[config.mk]
export PLATFORM = sky130hd
export DESIGN_NAME = mccu
export DESIGN_NICKNAME = d
export VERILOG_FILES = /design/src/rtl/mccu_pkg.sv /design/src/rtl/mccu_decode.sv /design/src/rtl/mccu.sv
export SDC_FILE = /design/constraint.sdc
export NUM_CORES = 1
export LEC_CHECK = 0
export CAP_MARGIN = 5
export CORE_MARGIN = 5
export CORE_UTILIZATION = 58
export CTS_CLUSTER_DIAMETER = 60
export DETAILED_ROUTE_END_ITERATION = 16
export DONT_BUFFER_PORTS = 1
export PLACE_DENSITY = 0.74
export RECOVER_POWER = 25
export SYNTH_ARGS = -nofsm -noshare
export SYNTH_HDL_FRONTEND = slang
export SYNTH_SLANG_ARGS = --single-unit
[constraint.sdc]
create_clock -name clk -period 2 [get_ports clk]
set_input_delay 0.4 -clock clk [delete_from_list [all_inputs] [get_ports clk]]
set_output_delay 0.4 -clock clk [all_outputs]
set_load 0.005 [all_outputs]
[src/rtl/mccu_pkg.sv]
// Shared definitions for the multi-cycle control unit: state codes, MIPS opcode/func
// values, ALU operation codes, operand/PC select codes and the decoded instruction class.
package mccu_pkg;

    typedef enum logic [2:0] {
        SIF  = 3'd0,
        SID  = 3'd1,
        SEXE = 3'd2,
        SMEM = 3'd3,
        SWB  = 3'd4
    } state_t;

    localparam logic [5:0] OP_RTYPE = 6'h00;
    localparam logic [5:0] OP_J     = 6'h02;
    localparam logic [5:0] OP_JAL   = 6'h03;
    localparam logic [5:0] OP_BEQ   = 6'h04;
    localparam logic [5:0] OP_BNE   = 6'h05;
    localparam logic [5:0] OP_ADDI  = 6'h08;
    localparam logic [5:0] OP_ANDI  = 6'h0C;
    localparam logic [5:0] OP_ORI   = 6'h0D;
    localparam logic [5:0] OP_XORI  = 6'h0E;
    localparam logic [5:0] OP_LUI   = 6'h0F;
    localparam logic [5:0] OP_LW    = 6'h23;
    localparam logic [5:0] OP_SW    = 6'h2B;

    localparam logic [5:0] FN_SLL = 6'h00;
    localparam logic [5:0] FN_SRL = 6'h02;
    localparam logic [5:0] FN_SRA = 6'h03;
    localparam logic [5:0] FN_JR  = 6'h08;
    localparam logic [5:0] FN_ADD = 6'h20;
    localparam logic [5:0] FN_SUB = 6'h22;
    localparam logic [5:0] FN_AND = 6'h24;
    localparam logic [5:0] FN_OR  = 6'h25;
    localparam logic [5:0] FN_XOR = 6'h26;

    localparam logic [3:0] ALU_ADD = 4'b0000;
    localparam logic [3:0] ALU_SUB = 4'b0100;
    localparam logic [3:0] ALU_AND = 4'b0001;
    localparam logic [3:0] ALU_OR  = 4'b0101;
    localparam logic [3:0] ALU_XOR = 4'b0010;
    localparam logic [3:0] ALU_LUI = 4'b0110;
    localparam logic [3:0] ALU_SLL = 4'b0011;
    localparam logic [3:0] ALU_SRL = 4'b0111;
    localparam logic [3:0] ALU_SRA = 4'b1111;

    localparam logic [1:0] SRCB_REG  = 2'b00;
    localparam logic [1:0] SRCB_FOUR = 2'b01;
    localparam logic [1:0] SRCB_IMM  = 2'b10;
    localparam logic [1:0] SRCB_BR   = 2'b11;

    localparam logic [1:0] PC_ALU  = 2'b00;
    localparam logic [1:0] PC_BR   = 2'b01;
    localparam logic [1:0] PC_RS   = 2'b10;
    localparam logic [1:0] PC_JUMP = 2'b11;

    // i_rtype flags the whole op = 0 group; the other fields are one-hot per instruction
    typedef struct packed {
        logic i_add, i_sub, i_and, i_or, i_xor, i_sll, i_srl, i_sra, i_jr;
        logic i_addi, i_andi, i_ori, i_xori, i_lui, i_lw, i_sw;
        logic i_beq, i_bne, i_j, i_jal;
        logic i_rtype, i_undef;
    } iclass_t;

endpackage

[src/rtl/mccu_decode.sv]
// Combinational instruction classifier: op/func -> one-hot instruction class.
// Any opcode, or R-type func, outside the supported subset is reported as i_undef.
module mccu_decode
    import mccu_pkg::*;
(
    input  logic [5:0] op,
    input  logic [5:0] func,
    output iclass_t    cls
);

    always_comb begin
        cls = '0;
        cls.i_rtype = (op == OP_RTYPE);
        case (op)
            OP_RTYPE: begin
                case (func)
                    FN_ADD:  cls.i_add = 1'b1;
                    FN_SUB:  cls.i_sub = 1'b1;
                    FN_AND:  cls.i_and = 1'b1;
                    FN_OR:   cls.i_or  = 1'b1;
                    FN_XOR:  cls.i_xor = 1'b1;
                    FN_SLL:  cls.i_sll = 1'b1;
                    FN_SRL:  cls.i_srl = 1'b1;
                    FN_SRA:  cls.i_sra = 1'b1;
                    FN_JR:   cls.i_jr  = 1'b1;
                    default: cls.i_undef = 1'b1;
                endcase
            end
            OP_ADDI: cls.i_addi = 1'b1;
            OP_ANDI: cls.i_andi = 1'b1;
            OP_ORI:  cls.i_ori  = 1'b1;
            OP_XORI: cls.i_xori = 1'b1;
            OP_LUI:  cls.i_lui  = 1'b1;
            OP_LW:   cls.i_lw   = 1'b1;
            OP_SW:   cls.i_sw   = 1'b1;
            OP_BEQ:  cls.i_beq  = 1'b1;
            OP_BNE:  cls.i_bne  = 1'b1;
            OP_J:    cls.i_j    = 1'b1;
            OP_JAL:  cls.i_jal  = 1'b1;
            default: cls.i_undef = 1'b1;
        endcase
    end

endmodule

[src/rtl/mccu.sv]
// Multi-cycle control unit: IF/ID/EXE/MEM/WB sequencer sharing one ALU.
// Optional macro ILLEGAL_TRAP_EN makes undefined instructions trap in SID.
module mccu
    import mccu_pkg::*;
#(
    parameter int SW = 3
) (
    input  logic          clk,
    input  logic          clrn,
    input  logic [5:0]    op,
    input  logic [5:0]    func,
    input  logic          z,
    output logic          wpc,
    output logic          wir,
    output logic          wmem,
    output logic          wreg,
    output logic          iord,
    output logic          regrt,
    output logic          m2reg,
    output logic [3:0]    aluc,
    output logic          shift,
    output logic          alusrca,
    output logic [1:0]    alusrcb,
    output logic          sext,
    output logic [1:0]    pcsource,
    output logic          jal,
    output logic [SW-1:0] state,
    output logic          illegal
);

    state_t     cur;
    state_t     nxt;
    iclass_t    cls;
    logic       wpc_d, wir_d, wmem_d, wreg_d;
    logic       r_alu, is_imm, wb_rt;
    logic [3:0] alu_op;
`ifdef ILLEGAL_TRAP_EN
    logic       illegal_d;
`endif

    mccu_decode u_decode (
        .op   (op),
        .func (func),
        .cls  (cls)
    );

    assign r_alu  = cls.i_rtype & ~cls.i_jr & ~cls.i_undef;
    assign is_imm = cls.i_addi | cls.i_andi | cls.i_ori | cls.i_xori | cls.i_lui | cls.i_lw | cls.i_sw;
    assign wb_rt  = cls.i_addi | cls.i_andi | cls.i_ori | cls.i_xori | cls.i_lui | cls.i_lw;

    always_comb begin
        if (cls.i_add | cls.i_addi | cls.i_lw | cls.i_sw) alu_op = ALU_ADD;
        else if (cls.i_sub)                               alu_op = ALU_SUB;
        else if (cls.i_and | cls.i_andi)                  alu_op = ALU_AND;
        else if (cls.i_or | cls.i_ori)                    alu_op = ALU_OR;
        else if (cls.i_xor | cls.i_xori)                  alu_op = ALU_XOR;
        else if (cls.i_lui)                               alu_op = ALU_LUI;
        else if (cls.i_sll)                               alu_op = ALU_SLL;
        else if (cls.i_srl)                               alu_op = ALU_SRL;
        else if (cls.i_sra)                               alu_op = ALU_SRA;
        else                                              alu_op = ALU_ADD;
    end

    always_ff @(posedge clk or negedge clrn) begin
        if (!clrn) cur <= SIF;
        else       cur <= nxt;
    end

    always_comb begin
        nxt      = SIF;
        wpc_d    = 1'b0;
        wir_d    = 1'b0;
        wmem_d   = 1'b0;
        wreg_d   = 1'b0;
        iord     = 1'b0;
        regrt    = 1'b0;
        m2reg    = 1'b0;
        aluc     = ALU_ADD;
        shift    = 1'b0;
        alusrca  = 1'b0;
        alusrcb  = SRCB_REG;
        sext     = 1'b0;
        pcsource = PC_ALU;
        jal      = 1'b0;
`ifdef ILLEGAL_TRAP_EN
        illegal_d = 1'b0;
`endif
        case (cur)
            SIF: begin
                wpc_d   = 1'b1;
                wir_d   = 1'b1;
                alusrcb = SRCB_FOUR;
                nxt     = SID;
            end
            // The ALU computes the branch target here while the IR is decoded
            SID: begin
                alusrcb = SRCB_BR;
                nxt     = SEXE;
                if (cls.i_j | cls.i_jal) begin
                    wpc_d    = 1'b1;
                    pcsource = PC_JUMP;
                    nxt      = SIF;
                end
                if (cls.i_jal) begin
                    wreg_d = 1'b1;
                    jal    = 1'b1;
                end
                if (cls.i_jr) begin
                    wpc_d    = 1'b1;
                    pcsource = PC_RS;
                    nxt      = SIF;
                end
`ifdef ILLEGAL_TRAP_EN
                if (cls.i_undef) begin
                    illegal_d = 1'b1;
                    nxt       = SIF;
                end
`endif
            end
            SEXE: begin
                nxt = SWB;
                if (r_alu) begin
                    alusrca = 1'b1;
                    alusrcb = SRCB_REG;
                    aluc    = alu_op;
                    shift   = cls.i_sll | cls.i_srl | cls.i_sra;
                end
                if (is_imm) begin
                    alusrca = 1'b1;
                    alusrcb = SRCB_IMM;
                    aluc    = alu_op;
                    sext    = cls.i_addi | cls.i_lw | cls.i_sw;
                    if (cls.i_lw | cls.i_sw) nxt = SMEM;
                end
                if (cls.i_beq | cls.i_bne) begin
                    aluc     = ALU_SUB;
                    alusrca  = 1'b1;
                    alusrcb  = SRCB_REG;
                    sext     = 1'b1;
                    pcsource = PC_BR;
                    wpc_d    = (cls.i_beq & z) | (cls.i_bne & ~z);
                    nxt      = SIF;
                end
            end
            SMEM: begin
                iord   = 1'b1;
                wmem_d = cls.i_sw;
                nxt    = cls.i_lw ? SWB : SIF;
            end
            SWB: begin
                wreg_d = ~cls.i_undef;
                regrt  = wb_rt;
                m2reg  = cls.i_lw;
                nxt    = SIF;
            end
            default: nxt = SIF;
        endcase
    end

    // Write enables are gated by clrn so nothing commits while reset is held
    assign wpc   = wpc_d & clrn;
    assign wir   = wir_d & clrn;
    assign wmem  = wmem_d & clrn;
    assign wreg  = wreg_d & clrn;
    assign state = SW'(cur);

`ifdef ILLEGAL_TRAP_EN
    assign illegal = illegal_d;
`else
    assign illegal = 1'b0;
`endif

endmodule

Word level (Yosys, flattened, before mapping) --
Index checks and enable logic that the tools add are counted.
Storage, ports and cells: flip-flop bits (word level) 3, logic and storage cells 131
Cells by class: equal/unequal tests 23, muxes and demuxes 71, bitwise logic cells 31, reductions and logical operators 5
Operators by type and width (number):
- two-way mux 4 bit | 13
- == test 6 bit, second input constant | 7
- two-way mux 1 bit | 41
- == test 6 x 4 -> 1 bit, second input constant | 6
- == test 6 x 2 -> 1 bit, second input constant | 4
- bitwise OR 1 bit | 20
- two-way mux 3 bit | 5
- == test 6 x 3 -> 1 bit, second input constant | 2
- logical NOT 6 bit | 2
- case mux 3 bit (4 select lines) | 1
- OR reduction 11 bit | 1
- two-way mux 2 bit | 5
- two-way mux 9 bit | 1
- OR reduction 9 bit | 1
- AND 1 bit | 8
- == test 3 x 2 -> 1 bit, second input constant | 2
- case mux 2 bit (3 select lines) | 1
- case mux 1 bit (2 select lines) | 2
- case mux 2 bit (2 select lines) | 1
- == test 3 x 1 -> 1 bit, second input constant | 1
- == test 3 bit, second input constant | 1
- logical NOT 3 bit | 1
- NOT 1 bit | 3
- case mux 1 bit (3 select lines) | 1

Logic depth before layout (Yosys ltp) --
depth in word-level cells 16, gate-level depth with buffers 6, depth with buffers taken out 5

Hierarchy --
From an unflattened synthesis, not the netlist that was laid out.
Unflattened totals: cell total of the unflattened synthesis 136, area total of the unflattened synthesis 852.1 um^2
By module, submodules not included:
- mccu | instances 1, cells an instance 78, area an instance 510.5 um^2, seq. area each 75.1 um^2
- mccu_decode | instances 1, cells an instance 58, area an instance 341.6 um^2, seq. area each 0.0 um^2

Worst setup path before layout --
OpenSTA, ideal clock, no wires.
path kind input -> output, from in op[0], to out wpc, arrival 1.504 ns, data required time 1.600 ns, setup slack 0.096 ns, stages 6, path through buf_6 -> or4_4 -> nor2_2 -> a2bb2o_4 -> a22oi_2 -> nor3b_2
Between the ends: longest elaborated chain between the ends 7
Ends and longest elaborated chain:
- start, declared | line mccu.sv:10 | input logic [5:0] op,
- == test 6 x 3 -> 1 bit or == test 6 x 2 -> 1 bit (tied branches) | line mccu_decode.sv:14 | case (op)
- two-way mux 1 bit | line mccu_decode.sv:14
- AND 1 bit or bitwise OR 1 bit (tied branches) | line mccu.sv:141, mccu.sv:99
- bitwise OR 1 bit or two-way mux 1 bit (tied branches) | line mccu.sv:141, mccu.sv:99
- two-way mux 1 bit, on equally long branches | line mccu.sv:135, mccu.sv:108
- case mux 1 bit (3 select lines) (*) | line mccu.sv:88 | case (cur)
- AND 1 bit (*) | line mccu.sv:161 | assign wpc = wpc_d & clrn;
- end, declared | line mccu.sv:13 | output logic wpc,
Mark *: on every way between the ends. The rest lies on a longest branch, timed or not.

Worst setup path in the final report --
from reg cur[0] (netlist: state[0]), to out wreg
Between the ends: longest elaborated chain between the ends 3
Ends and longest elaborated chain:
- start, declared | line mccu.sv:31 | state_t cur;
- start signal, assigned | line mccu.sv:66 | else cur <= nxt;
- == test 3 bit or == test 3 x 1 -> 1 bit (tied branches) | line mccu.sv:88
- case mux 1 bit (2 select lines) (*) | line mccu.sv:88
- AND 1 bit (*) | line mccu.sv:164 | assign wreg = wreg_d & clrn;
- end, declared | line mccu.sv:16 | output logic wreg,
Marked as above.

==> flow_summary.yaml <==
yosys:
  ys_warn_count: 0
  syn-num-nets: 131
  synth_ff_type: "dfrtp_1"
  async_reset_ff_share_pct: 100.0
  ys_types: 47
  synth_cells: 116
  synth_area_um2: 778.2
  syn_area_per_cell_um2: 6.709
  yosysSeqAreaShare_pct: 9.646
  synth_edf_count: 0
  ys_seq_elements: 3
power_and_ir_drop:
  intPower_mw: 0.3081
  pwr-share-clk_pct: 17.5
  cellPowerDensity_nw_per_um2: 690.4
  leakage_nw: 0.3071
  combPwrFrac_pct: 65.3
  p_switching_mw: 0.2827
  ir_drop_uv: 632.4
  power_frac_seq_pct: 17.2
  switching_share_pct: 47.85
sta:
  tightest_slew_ps: 500.2
  finalHoldViolations: 0
  rsz0062_at_grt: "true"
  slew_violations: 0
  hold-worst-slack_ps: 283.0
  min_period_over_period_pct: 104.0
  fin_crit_ps: 2080
  setup_viol: 1
  layout_setup_ws_ps: -79.58
  fmax_mhz: 480.9
  fin_skew_ps: 4.141
  slew-limit-headroom_pct: 66.42
floorplanning:
  rows: 13
  dieHeight_um: 46.63
  die_x_um: 46.63
  pin_count: 38
  core_um2: 1285
  start_util_pct: 60.56
  dieArea_um2: 2174
clock_tree:
  cts.sinks: 3
  cts_made_buffers: 3
  clk-insertion-delay-late_ps: 230
  cts_tree: "yes"
  clockBufferDepth: 2
  cts.htree.levels: 1
  clk_pin_slew_worst_paths_ps: 40
  clockRootBuffer: "clkbuf_4"
worst_setup_path:
  path_cells: "or4b_4 > a21oi_2 > o311ai_1 > nor2_1 > o21a_1"
  path_max_fanout: 3
  path_class: "register to primary output"
  critPathLaunchType: "register"
  worstReg2RegStart: "state[1]"
  crit_arrival_ps: 1680
  slowest_stage: "or4b_4"
  crit_required_ps: 1600
  worst_setup_path_end_kind: "primary output"
  slowest_delay_ps: 540
  crit_start: "state[0]"
drt:
  drc: 0
  viasPerCell: 6.576
  post_drt_wl_per_cell_um: 16.89
  wl_um: 2229
  vias: 868
  ant_nets: 0
  drt_iter0_markers: 34
  first_pass_iters: 4
place:
  dp_hpwl_um: 1657
  place_area_um2: 777.0
  place.detailed.instances: 127
  place_congestion: 0.8417
  portBuffers: 0
layout:
  antennaDiodeCount: 0
  fin_cells: 132
  fin_nets: 133
  nFillCells: 121
  design_area_um2: 855.8
  regArea_um2: 75.07
  final_util_pct: 66.60
  largest_reg_flops: 3
  syn2layout_area_growth_pct: 9.968
  multi_input_area_um2: 665.6
  drive_gt1_share_pct: 22.22
flow_run:
  cap_violations: 0
outcome:
  status: "finished, violations left"
  violations: "setup timing"
grt:
  grt_use_total_pct: 20.33
  grt.overflow.total: 0
  grt_max_degree: 13
  grt_pass1_vias: 759
  grt_pass1_wl_um: 3325
  antenna_found_initial: 0
worst_hold_path:
  min_from: "op[3]"
  hold_path.class: "primary input to register"
critical path: cells and delay by family, from the launching register on:
family          cells  cell delay, ps
compound gates      3             420
flops               1             370
simple gates        2             670
repair_timing:
action,4_1_cts,5_1_grt
endpoints found under the hold margin,3,0
setup buffers,0,0
hold buffers,1,0
resized for setup,2,6
endpoints found under the setup margin,2,6
pin swaps,0,2
power by group through the flow:
| stage | combinational, mW | sequential [mW] | clock [mW] |
|---|---|---|---|
| floorplan | 0.255 | 0.117 | 0 |
| global placement | 0.340 | 0.0990 | 0 |
| detailed placement | 0.343 | 0.101 | 0 |
| CTS | 0.355 | 0.102 | 0.107 |
| global route | 0.418 | 0.105 | 0.107 |
| finish | 0.386 | 0.101 | 0.103 |
area by class of cell:
| type | count | share of cell area (%) |
|---|---|---|
| clock buffer | 4 | 3.070 |
| inverter | 8 | 3.509 |
| multi-input combinational | 97 | 77.78 |
| sequential | 3 | 8.772 |
| tap | 15 | 2.193 |
| timing repair buffer | 5 | 4.678 |
per-stage QoR:
step                      setup WS (ps)  setup TNS, ps  power (mW)
after floorplan                   96.47              0      0.3720
after global placement            108.4              0      0.4394
after detailed placement          73.65              0      0.4446
after CTS                        -59.47         -59.47      0.5638
after global routing             -175.5         -175.5      0.6302
final                            -79.58         -79.58      0.5908
metal layers:
metal  track usage (%)  vias to the layer above  wire length, µm
li1                  -                      421                -
met2             33.52                       41             1092
met4             4.972                        0                0
met3             3.516                        0              170
met5                 0                        -                0
met1             27.25                      406              967
synthesized netlist by cell type (2+ instances only):
cell type / instances / area (µm²)
a21oi_1: 5 / 25.02
nand2b_1: 2 / 12.51
a31oi_1: 3 / 18.77
o21ai_0: 5 / 25.02
nor2_1: 17 / 63.81
inv_1: 8 / 30.03
or3_1: 4 / 25.02
nor3_1: 5 / 25.02
or2_2: 2 / 12.51
and4_1: 2 / 17.52
a211oi_1: 2 / 15.01
dfrtp_1: 3 / 75.07
nor2b_1: 3 / 18.77
clkbuf_1: 3 / 11.26
buf_4: 3 / 22.52
nand2_1: 10 / 37.54
or4b_1: 2 / 20.02
nand3_1: 6 / 30.03
and3_1: 3 / 18.77
worst paths after layout:
path / to / slack [ps] / depth (start not counted)
max: wreg / -80 / 5
min: state[2] / 280 / 1
max reg2reg: state[2] / 550 / 4
min reg2reg: state[0] / 500 / 1
max in group asynchronous: state[0] / 1420 / 1
min in group asynchronous: state[1] / 420 / 1
cells by family (layout without fill, tap and decap cells):
logic type      after synthesis  count (layout)  synth area share, %
compound gates               28              28                27.97
simple gates                 67              67                50.48
buf+inv                      16              17                10.29
flops                         3               3                9.646
xor+xnor                      1               1                1.126
other cells                   1               1               0.4819
cells in the final DEF (no fill, tap or decap), drive strengths merged, types with 2 or more instances in the layout:
cell type and instances:
a31oi 3, and4 2, nor2b 3, nand2 10, or4b 2, nand2b 3, o31ai 2, a22oi 2
a211oi 2, clkbuf 4, nor2 18, or3 4, or2 3, nor4 2, a21oi 6, o21ai 6
nor3 6, inv 8, buf 4, dfrtp 3, nor4b 2, nand3 6, and3 3
No activity file was read; power rests on OpenSTA's default activity.
